`config.mk`:
```
export PLATFORM = sky130hd
export DESIGN_NAME = mem_access_unit
export DESIGN_NICKNAME = d
export VERILOG_FILES = /design/src/rtl/mem_pkg.sv /design/src/rtl/mem_req_fifo.sv /design/src/rtl/mem_access_unit.sv
export SDC_FILE = /design/constraint.sdc
export NUM_CORES = 1
export LEC_CHECK = 0
export BUFFER_PORTS_ARGS = -buffer_cell sky130_fd_sc_hd__buf_2
export CAP_MARGIN = 10
export CORE_UTILIZATION = 30
export CTS_CLUSTER_DIAMETER = 50
export DETAILED_ROUTE_END_ITERATION = 8
export GPL_TIMING_DRIVEN = 0
export PLACE_DENSITY_LB_ADDON = 0.3
export SLEW_MARGIN = 20
export SYNTH_ARGS = -nofsm -noshare
export SYNTH_HDL_FRONTEND = slang
export SYNTH_SLANG_ARGS = --single-unit
```
`constraint.sdc`:
```
create_clock -name clk -period 9.1 [get_ports clk]
set_input_delay 0.91 -clock clk [delete_from_list [all_inputs] [get_ports clk]]
set_output_delay 0.91 -clock clk [all_outputs]
set_load 0.02 [all_outputs]
```
`src/rtl/mem_pkg.sv`:
```
// Shared types and defaults for the MEM-stage load/store initiator.
package mem_pkg;

  // Default widths and timeout of the memory interface
  localparam int MEM_ADDR_W  = 22;
  localparam int MEM_DATA_W  = 32;
  localparam int MEM_TAG_W   = 3;
  localparam int MEM_TIMEOUT = 255;

  // One queued load/store request
  typedef struct packed {
    logic                  we;
    logic [MEM_ADDR_W-1:0] addr;
    logic [MEM_DATA_W-1:0] wdata;
    logic [MEM_TAG_W-1:0]  tag;
  } req_t;

  // Transaction sequencer states
  typedef enum logic [1:0] {
    IDLE = 2'd0,
    BUSY = 2'd1,
    RESP = 2'd2
  } state_e;

endpackage

```
`src/rtl/mem_req_fifo.sv`:
```
// In-order request queue. Pointers carry one extra wrap bit so that
// full and empty are told apart without an occupancy counter.
module mem_req_fifo
  import mem_pkg::*;
#(
  parameter int  FIFO_DEPTH = 4,
  parameter type T          = req_t
) (
  input  logic clk,
  input  logic rst,
  input  logic push,
  input  T     push_data,
  input  logic pop,
  output T     pop_data,
  output logic full,
  output logic empty
);

  localparam int PTR_W = $clog2(FIFO_DEPTH);

  T                 store_q [FIFO_DEPTH];
  logic [PTR_W:0]   wr_ptr_q, wr_ptr_d;
  logic [PTR_W:0]   rd_ptr_q, rd_ptr_d;
  logic             push_ok;
  logic             pop_ok;

  assign full  = (wr_ptr_q[PTR_W] != rd_ptr_q[PTR_W]) &&
                 (wr_ptr_q[PTR_W-1:0] == rd_ptr_q[PTR_W-1:0]);
  assign empty = (wr_ptr_q == rd_ptr_q);

  // Refuse writes into a full queue even when a pop happens on the same edge
  assign push_ok = push && !full;
  assign pop_ok  = pop && !empty;

  // Head entry is presented combinationally so the consumer registers it on pop
  assign pop_data = store_q[rd_ptr_q[PTR_W-1:0]];

  // Next-pointer computation
  always_comb begin
    wr_ptr_d = wr_ptr_q;
    rd_ptr_d = rd_ptr_q;
    if (push_ok) wr_ptr_d = wr_ptr_q + (PTR_W+1)'(1);
    if (pop_ok)  rd_ptr_d = rd_ptr_q + (PTR_W+1)'(1);
  end

  // Pointer registers; reset empties the queue
  always_ff @(posedge clk or posedge rst) begin
    if (rst) begin
      wr_ptr_q <= '0;
      rd_ptr_q <= '0;
    end else begin
      wr_ptr_q <= wr_ptr_d;
      rd_ptr_q <= rd_ptr_d;
    end
  end

  // Entry storage; contents need no reset because the pointers gate them
  always_ff @(posedge clk) begin
    if (push_ok) store_q[wr_ptr_q[PTR_W-1:0]] <= push_data;
  end

endmodule

```
`src/rtl/mem_access_unit.sv`:
```
// MEM-stage load/store initiator: queues requests, runs one req/ack
// memory transaction at a time, and returns a tagged one-cycle response.
module mem_access_unit
  import mem_pkg::*;
#(
  parameter int ADDR_W     = MEM_ADDR_W,
  parameter int DATA_W     = MEM_DATA_W,
  parameter int TAG_W      = MEM_TAG_W,
  parameter int FIFO_DEPTH = 4,
  parameter int TIMEOUT    = MEM_TIMEOUT
) (
  input  logic              clk,
  input  logic              rst,
  input  logic              req_valid,
  output logic              req_ready,
  input  logic              req_we,
  input  logic [ADDR_W-1:0] req_addr,
  input  logic [DATA_W-1:0] req_wdata,
  input  logic [TAG_W-1:0]  req_tag,
  output logic              resp_valid,
  output logic [DATA_W-1:0] resp_rdata,
  output logic [TAG_W-1:0]  resp_tag,
  output logic              resp_err,
  output logic              mem_req,
  output logic              mem_we,
  output logic [ADDR_W-1:0] mem_addr,
  output logic [DATA_W-1:0] mem_wdata,
  input  logic              mem_ack,
  input  logic [DATA_W-1:0] mem_rdata
);

  // Request layout sized by this instance's parameters
  typedef struct packed {
    logic              we;
    logic [ADDR_W-1:0] addr;
    logic [DATA_W-1:0] wdata;
    logic [TAG_W-1:0]  tag;
  } req_local_t;

  localparam logic [7:0] TIMEOUT_CNT = 8'(TIMEOUT);

  req_local_t        push_req;
  req_local_t        head_req;
  logic              fifo_full;
  logic              fifo_empty;
  logic              fifo_pop;

  state_e            state_q, state_d;
  logic [7:0]        wait_cnt_q, wait_cnt_d;
  logic              mem_req_q, mem_req_d;
  logic              mem_we_q, mem_we_d;
  logic [ADDR_W-1:0] mem_addr_q, mem_addr_d;
  logic [DATA_W-1:0] mem_wdata_q, mem_wdata_d;
  logic [TAG_W-1:0]  mem_tag_q, mem_tag_d;
  logic              resp_valid_q, resp_valid_d;
  logic [DATA_W-1:0] resp_rdata_q, resp_rdata_d;
  logic [TAG_W-1:0]  resp_tag_q, resp_tag_d;
  logic              resp_err_q, resp_err_d;

  assign push_req  = {req_we, req_addr, req_wdata, req_tag};
  assign req_ready = !fifo_full;

  mem_req_fifo #(
    .FIFO_DEPTH (FIFO_DEPTH),
    .T          (req_local_t)
  ) u_fifo (
    .clk       (clk),
    .rst       (rst),
    .push      (req_valid),
    .push_data (push_req),
    .pop       (fifo_pop),
    .pop_data  (head_req),
    .full      (fifo_full),
    .empty     (fifo_empty)
  );

  // Next-state and output decode of the transaction sequencer
  always_comb begin
    state_d      = state_q;
    wait_cnt_d   = wait_cnt_q;
    mem_req_d    = mem_req_q;
    mem_we_d     = mem_we_q;
    mem_addr_d   = mem_addr_q;
    mem_wdata_d  = mem_wdata_q;
    mem_tag_d    = mem_tag_q;
    resp_valid_d = 1'b0;
    resp_rdata_d = resp_rdata_q;
    resp_tag_d   = resp_tag_q;
    resp_err_d   = resp_err_q;
    fifo_pop     = 1'b0;

    case (state_q)
      IDLE: begin
        if (!fifo_empty) begin
          fifo_pop    = 1'b1;
          mem_req_d   = 1'b1;
          mem_we_d    = head_req.we;
          mem_addr_d  = head_req.addr;
          mem_wdata_d = head_req.wdata;
          mem_tag_d   = head_req.tag;
          wait_cnt_d  = 8'd0;
          state_d     = BUSY;
        end
      end
      BUSY: begin
        // An ack wins over a timeout that would expire on the same edge
        if (mem_ack) begin
          mem_req_d    = 1'b0;
          resp_valid_d = 1'b1;
          resp_rdata_d = mem_we_q ? '0 : mem_rdata;
          resp_tag_d   = mem_tag_q;
          resp_err_d   = 1'b0;
          state_d      = RESP;
        end else if (wait_cnt_q + 8'd1 == TIMEOUT_CNT) begin
          mem_req_d    = 1'b0;
          resp_valid_d = 1'b1;
          resp_rdata_d = '0;
          resp_tag_d   = mem_tag_q;
          resp_err_d   = 1'b1;
          state_d      = RESP;
        end else begin
          wait_cnt_d = wait_cnt_q + 8'd1;
        end
      end
      RESP: begin
        state_d = IDLE;
      end
      default: begin
        state_d   = IDLE;
        mem_req_d = 1'b0;
      end
    endcase
  end

  // Sequencer state and registered outputs; reset aborts any transaction
  always_ff @(posedge clk or posedge rst) begin
    if (rst) begin
      state_q      <= IDLE;
      wait_cnt_q   <= 8'd0;
      mem_req_q    <= 1'b0;
      mem_we_q     <= 1'b0;
      mem_addr_q   <= '0;
      mem_wdata_q  <= '0;
      mem_tag_q    <= '0;
      resp_valid_q <= 1'b0;
      resp_rdata_q <= '0;
      resp_tag_q   <= '0;
      resp_err_q   <= 1'b0;
    end else begin
      state_q      <= state_d;
      wait_cnt_q   <= wait_cnt_d;
      mem_req_q    <= mem_req_d;
      mem_we_q     <= mem_we_d;
      mem_addr_q   <= mem_addr_d;
      mem_wdata_q  <= mem_wdata_d;
      mem_tag_q    <= mem_tag_d;
      resp_valid_q <= resp_valid_d;
      resp_rdata_q <= resp_rdata_d;
      resp_tag_q   <= resp_tag_d;
      resp_err_q   <= resp_err_d;
    end
  end

  assign mem_req    = mem_req_q;
  assign mem_we     = mem_we_q;
  assign mem_addr   = mem_addr_q;
  assign mem_wdata  = mem_wdata_q;
  assign resp_valid = resp_valid_q;
  assign resp_rdata = resp_rdata_q;
  assign resp_tag   = resp_tag_q;
  assign resp_err   = resp_err_q;

endmodule

```
==> flow_metrics.env, run 1 <==
export IMPL_dp_cells=1342
export IMPL_peakVddDrop_v=0.000220
export IMPL_fin_util_pct=38.4
export IMPL_preCtsSetupSlack_ps=6720
export IMPL_worstRegToRegCells=5
export IMPL_syn2layout_area_growth_pct=25.8
export IMPL_placementRows=75
export IMPL_cp_arrival_ps=1770
export IMPL_synth_area_leaders="edfxtp_1, dfrtp_1, mux4_2"
export IMPL_pin_count=188
export IMPL_fp_dieH_um=209
export IMPL_critPathKind="flip-flop to output port"
export IMPL_syn_avg_cell_area_um2=21.1
export IMPL_clock_fmax_mhz=374
export IMPL_core_um2=42100
export IMPL_htree_levels=2
export IMPL_ys_flop_type="edfxtp_1"
export IMPL_synth_most_common_cell="edfxtp_1"
export IMPL_cts_resized=0
export IMPL_cp_max_fo=6
export IMPL_muxShareOfSynthArea_pct=15.6
export IMPL_grt_pass1_wl_um=42900
export IMPL_power_leakage_nw=6.22
export IMPL_internal_power_mw=4.18
export IMPL_reg2reg_setup_slack_ps=6820
export IMPL_holdCritPathClass="input pin to asynchronous set/reset pin"
export IMPL_synth_largest_area_cell="edfxtp_1"
export IMPL_first_pass_iters=4
export IMPL_clock_root_buffer="clkbuf_16"
export IMPL_final_antenna_net_count=0
export IMPL_synth_top_family_by_area="multiplexers"
export IMPL_grt_pass1_vias=7085
export IMPL_fin_cells=1425
export IMPL_fillers=3839
export IMPL_antenna_found_initial=4
export IMPL_synth_simple_area_share_pct=1.90
export IMPL_fin_crit_ps=2680
export IMPL_maxCapViolations=0
export IMPL_p_comb_share_pct=32.1
export IMPL_slew_headroom_pct=51.0
export IMPL_synth_xor_area_share_pct=0.759
export IMPL_wl_per_cell_um=19.3
export IMPL_async_flop_share_pct=32.6
export IMPL_drcViolationCount=0
export IMPL_dieArea_um2=43700
export IMPL_rsz0062_at_grt="no"
export IMPL_swShare_pct=31.6
export IMPL_overflow=0
export IMPL_cts_path_max_buffers=3
export IMPL_end_kind="output port"
export IMPL_cts_tree="yes"
export IMPL_seq_power_share_pct=38.5
export IMPL_synth_cell_type_count=36
export IMPL_tns_ps=0
export IMPL_dpl_hpwl_um=16600
export IMPL_postSynthCellCount=611
export IMPL_yosysWarningCount=0
export IMPL_cts_inserted_buffers=45
export IMPL_crit_top_cell="buf_2"
export IMPL_synth_nets=712
export IMPL_synth_seq_area_share_pct=76.0
export IMPL_grt_usage_pct=13.1
export IMPL_place_congestion=0.679
export IMPL_report_final_slew_viol_count=0
export IMPL_yosys_area_top_type_share_pct=54.2
export IMPL_tightest_slew_ps=735
export IMPL_first_iter_violations=271
export IMPL_grt_max_degree=70
export IMPL_layout_drive_gt1_share_pct=48.0
export IMPL_synth_compound_area_share_pct=3.30
export IMPL_p_switching_mw=1.94
export IMPL_port_buffers=187
export IMPL_start_kind="flip-flop"
export IMPL_timing_rr_start="u_fifo.rd_ptr_q[1]"
export IMPL_power_density_nw_per_um2=378
export IMPL_setup_slack_ps=6420
export IMPL_pwr_share_clk_pct=29.4
export IMPL_hold_viol_final=0
export IMPL_nNetsFinal=951
export IMPL_die_x_um=209
export IMPL_setup_viol_count_final=0
export IMPL_viasPerCell=4.56
export IMPL_start_util_pct=30.5
export IMPL_clk_pin_slew_ps=60
export IMPL_crit_path_cell_trace="buf_2 > xnor2_1 > nand3_1 > buf_2"
export IMPL_critPathTopFamily="buffers and inverters"
export IMPL_path_buf_inv=2
export IMPL_status="completed"
export IMPL_slowest_delay_ps=370
export IMPL_wirelength_um=27400
export IMPL_worst_clock_skew_ps=24.0
export IMPL_hold_buffers=0
export IMPL_synth_seq_cells=344
export IMPL_num_vias=6492
export IMPL_seq_area_um2=9770
export IMPL_postCtsSetupBuffers=0
export IMPL_cts_sinks=344
export IMPL_multiInputGateArea_um2=2880
export IMPL_synth_common_cells="edfxtp_1, dfrtp_1, mux2_2"
export IMPL_timing_final_crit_share_pct=29.4
export IMPL_worst_ep_required_time_ps=8190
export IMPL_synth_edf_count=232
export IMPL_num_antenna_cells=0
export IMPL_synth_adder_area_share_pct=0.681
export IMPL_slowest_stage="dfrtp_1"
export IMPL_worstSkewPairLatency_ps=580
export IMPL_netlist_area_um2=12900
export IMPL_timing_rr_end="mem_addr[1]"
[how the worst max path moves through the flow]
stage | from | end | slack [ps] | depth (start not counted)
CTS | u_fifo.rd_ptr_q[0] | req_ready | 6370 | 4
global placement | rst | mem_wdata[13] | 3040 | 2
finish | u_fifo.rd_ptr_q[0] | req_ready | 6420 | 4
global route | u_fifo.rd_ptr_q[1] | req_ready | 6240 | 4
floorplan | rst | mem_addr[0] | 5230 | 1
detailed placement | u_fifo.rd_ptr_q[1] | mem_addr[1] | 6720 | 5
[logic make-up after synthesis]
| logic type | after synthesis |
|---|---|
| flops | 344 |
| compound gates | 50 |
| mux | 120 |
| simple gates | 41 |
| fa+ha+maj | 7 |
| buf+inv | 40 |
| xor+xnor | 9 |
[layout by cell type (no fill, tap or decap), drive strengths merged, types with 5 or more instances in the layout]
master / count
nor2: 7
clkinv: 13
nand3: 7
mux4: 58
dfrtp: 112
ha: 7
a22o: 32
clkbuf: 64
xnor2: 6
o21ai: 6
buf: 213
edfxtp: 232
mux2: 62
bufinv: 5
inv: 16
a21oi: 5
nand2: 9
[power by group through the flow]
stage	logic, mW	clock network (mW)	registers, mW
final	1.96	1.80	2.35
after global routing	2.14	1.92	2.41
after CTS	2.04	1.86	2.36
after detailed placement	2.03	0	2.39
after global placement	1.98	0	2.40
after floorplan	1.11	0	2.63
[final cells by class]
type / instances / area share, %
flip-flops and latches: 344 / 60.4
multi-input cells: 227 / 17.8
clock buffers: 56 / 7.46
repair buffers: 192 / 6.63
well taps: 539 / 4.17
clock inverters: 27 / 2.10
plain buffers: 29 / 1.20
inverters: 11 / 0.301
[stage by stage]
stage	area [µm²]	hold WS, ps	total power, mW
final	16200	351	6.12
after detailed placement	14600	486	4.42
after floorplan	12900	460	3.74
after global routing	16200	355	6.48
after CTS	16200	335	6.26
after global placement	14500	474	4.38
[metal layers]
layer  part of all wire [%]  GRT usage [%]  vias to the layer above  routed length [µm]
met2                     48           21.1                      189               13100
met4                    2.4           5.15                        8                 656
met3                    6.7           4.27                       53                1830
met5                   0.17              0                        -                  46
li1                       -              -                     2925                   -
met1                     43           16.2                     3317               11800
[flip-flops by register name, indices dropped and copies added, names as in the netlist, 8 cells and up]
| signal | cells |
|---|---|
| mem_addr | 22 |
| mem_wdata | 32 |
| resp_rdata | 32 |
| u_fifo.store_q | 232 |
| wait_cnt_q | 8 |
[worst reg2reg max path, cell delays in order, from the launching register on]
cell and delay (ps):
dfrtp_1 340, buf_2 230, buf_2 340, clkbuf_1 570, mux4_2 420, mux2_2 270
(Power assumes the default switching activity.)
==> inputs of run 2 (changes only) <==
clock period = 2.7 ns   (was 9.1 ns; I/O delays follow)
==> flow_metrics.env, run 2 (synthesis results as in run 1) <==
export IMPL_status="completed"
export IMPL_syn2layout_area_growth_pct=32.5
export IMPL_first_iter_violations=304
export IMPL_tightest_slew_ps=722
export IMPL_cts_tree="yes"
export IMPL_first_pass_iters=4
export IMPL_setup_viol_count_final=0
export IMPL_p_comb_share_pct=33.0
export IMPL_place_congestion=0.687
export IMPL_power_leakage_nw=6.58
export IMPL_p_switching_mw=6.52
export IMPL_dieArea_um2=43700
export IMPL_fin_area_um2=17000
export IMPL_grt_usage_pct=13.4
export IMPL_tns_ps=0
export IMPL_final_antenna_net_count=0
export IMPL_drcViolationCount=0
export IMPL_clock_root_buffer="clkbuf_16"
export IMPL_pwr_share_clk_pct=28.1
export IMPL_wirelength_um=28000
export IMPL_postCtsSetupBuffers=0
export IMPL_layout_drive_gt1_share_pct=43.2
export IMPL_fin_crit_ps=2260
export IMPL_worst_clock_skew_ps=23.6
export IMPL_internal_power_mw=13.9
export IMPL_final_common_cell="edfxtp_1"
export IMPL_fin_util_pct=40.5
export IMPL_fp_dieH_um=209
export IMPL_die_x_um=209
export IMPL_setup_slack_ps=442
export IMPL_hold_slack_ps=158
export IMPL_report_final_slew_viol_count=0
export IMPL_cts_inserted_buffers=44
export IMPL_holdCritPathClass="input pin to flip-flop"
export IMPL_grt_pass1_vias=7478
export IMPL_dpl_hpwl_um=17000
export IMPL_swShare_pct=32.0
export IMPL_port_buffers=187
export IMPL_cts_path_max_buffers=3
export IMPL_wl_per_cell_um=18.4
export IMPL_antenna_found_initial=1
export IMPL_end_kind="flip-flop"
export IMPL_worstSkewPairLatency_ps=570
export IMPL_timing_final_crit_share_pct=83.6
export IMPL_viasPerCell=4.44
export IMPL_maxCapViolations=0
export IMPL_grt_max_degree=40
export IMPL_worstRegToRegCells=5
export IMPL_cp_startpoint="u_fifo.rd_ptr_q[1]"
export IMPL_rsz0062_at_grt="no"
export IMPL_timing_rr_end="mem_addr[2]"
export IMPL_seq_power_share_pct=38.9
export IMPL_clock_fmax_mhz=443
export IMPL_grt_pass1_wl_um=44000
export IMPL_cts_sinks=344
export IMPL_placementRows=75
export IMPL_clk_pin_slew_ps=50
export IMPL_reg2reg_setup_slack_ps=440
export IMPL_start_util_pct=30.5
export IMPL_largest_reg_flops=232
export IMPL_power_density_nw_per_um2=1200
export IMPL_placed_area_um2=14700
export IMPL_timing_rr_start="u_fifo.rd_ptr_q[1]"
export IMPL_start_kind="flip-flop"
export IMPL_overflow=0
export IMPL_fillers=3815
export IMPL_power_total_mw=20.4
export IMPL_cts_resized=0
export IMPL_dp_cells=1345
export IMPL_pin_count=188
export IMPL_peakVddDrop_v=0.000737
export IMPL_num_vias=6748
export IMPL_slew_headroom_pct=51.9
export IMPL_worst_ep_required_time_ps=3130
export IMPL_hold_buffers=92
export IMPL_cp_arrival_ps=2690
export IMPL_htree_levels=2
export IMPL_crit_end="mem_addr[2]"
export IMPL_preCtsSetupSlack_ps=335
export IMPL_hold_viol_final=0
export IMPL_nNetsFinal=1045
export IMPL_cp_max_fo=10
export IMPL_critPathKind="flip-flop to flip-flop"
export IMPL_fin_cells=1520
export IMPL_core_um2=42100
export IMPL_final_cell_mix="edfxtp_1, buf_2, dfrtp_1"
## run 2: layout make-up
type	count	area (µm²)	share of cell area, %
Antenna cell	1	2.50	0.0147
Buffer	29	194	1.14
Clock buffer	58	1240	7.25
Clock inverter	24	216	1.27
Inverter	11	45.0	0.264
Multi-Input combinational cell	227	2880	16.9
Sequential cell	344	9770	57.3
Tap cell	539	674	3.96
Timing Repair Buffer	287	2030	11.9
## run 2: worst max-delay path, cell delays in order (launching register included)
cell and delay [ps]:
dfrtp_1 340, buf_2 230, buf_2 350, clkbuf_1 560, mux4_2 400, mux2_2 260
## run 2: worst min path at each step
stage | from | endpoint | slack, ps | cells past startpoint
final | req_valid | u_fifo.wr_ptr_q[0] | 160 | 3
after CTS | req_valid | u_fifo.wr_ptr_q[0] | 110 | 3
after global routing | req_valid | u_fifo.wr_ptr_q[0] | 140 | 3
after global placement | u_fifo.wr_ptr_q[2] | u_fifo.wr_ptr_q[2] | 470 | 1
after detailed placement | rst | resp_rdata[12] | 290 | 2
after floorplan | mem_ack | resp_err | 360 | 1
## run 2: power groups by stage
| stage | Combinational [mW] | Clock, mW | Sequential [mW] |
|---|---|---|---|
| 6_report | 6.72 | 5.73 | 7.93 |
| 5_1_grt | 7.34 | 6.13 | 8.11 |
| 4_1_cts | 6.99 | 5.96 | 7.94 |
| 3_5_place_dp | 6.86 | 0 | 8.04 |
| 3_3_place_gp | 6.71 | 0 | 8.04 |
| 2_1_floorplan | 3.73 | 0 | 8.83 |
## run 2: per-layer routing
| layer | share of wire (%) | GRT usage [%] | vias up | wire length, µm |
|---|---|---|---|---|
| met5 | 0 | 0 | - | 0 |
| met4 | 2.6 | 5.48 | 0 | 742 |
| met3 | 5.2 | 3.40 | 52 | 1470 |
| met2 | 49 | 22.3 | 178 | 13600 |
| met1 | 43 | 16.6 | 3403 | 12200 |
| li1 | - | - | 3115 | - |
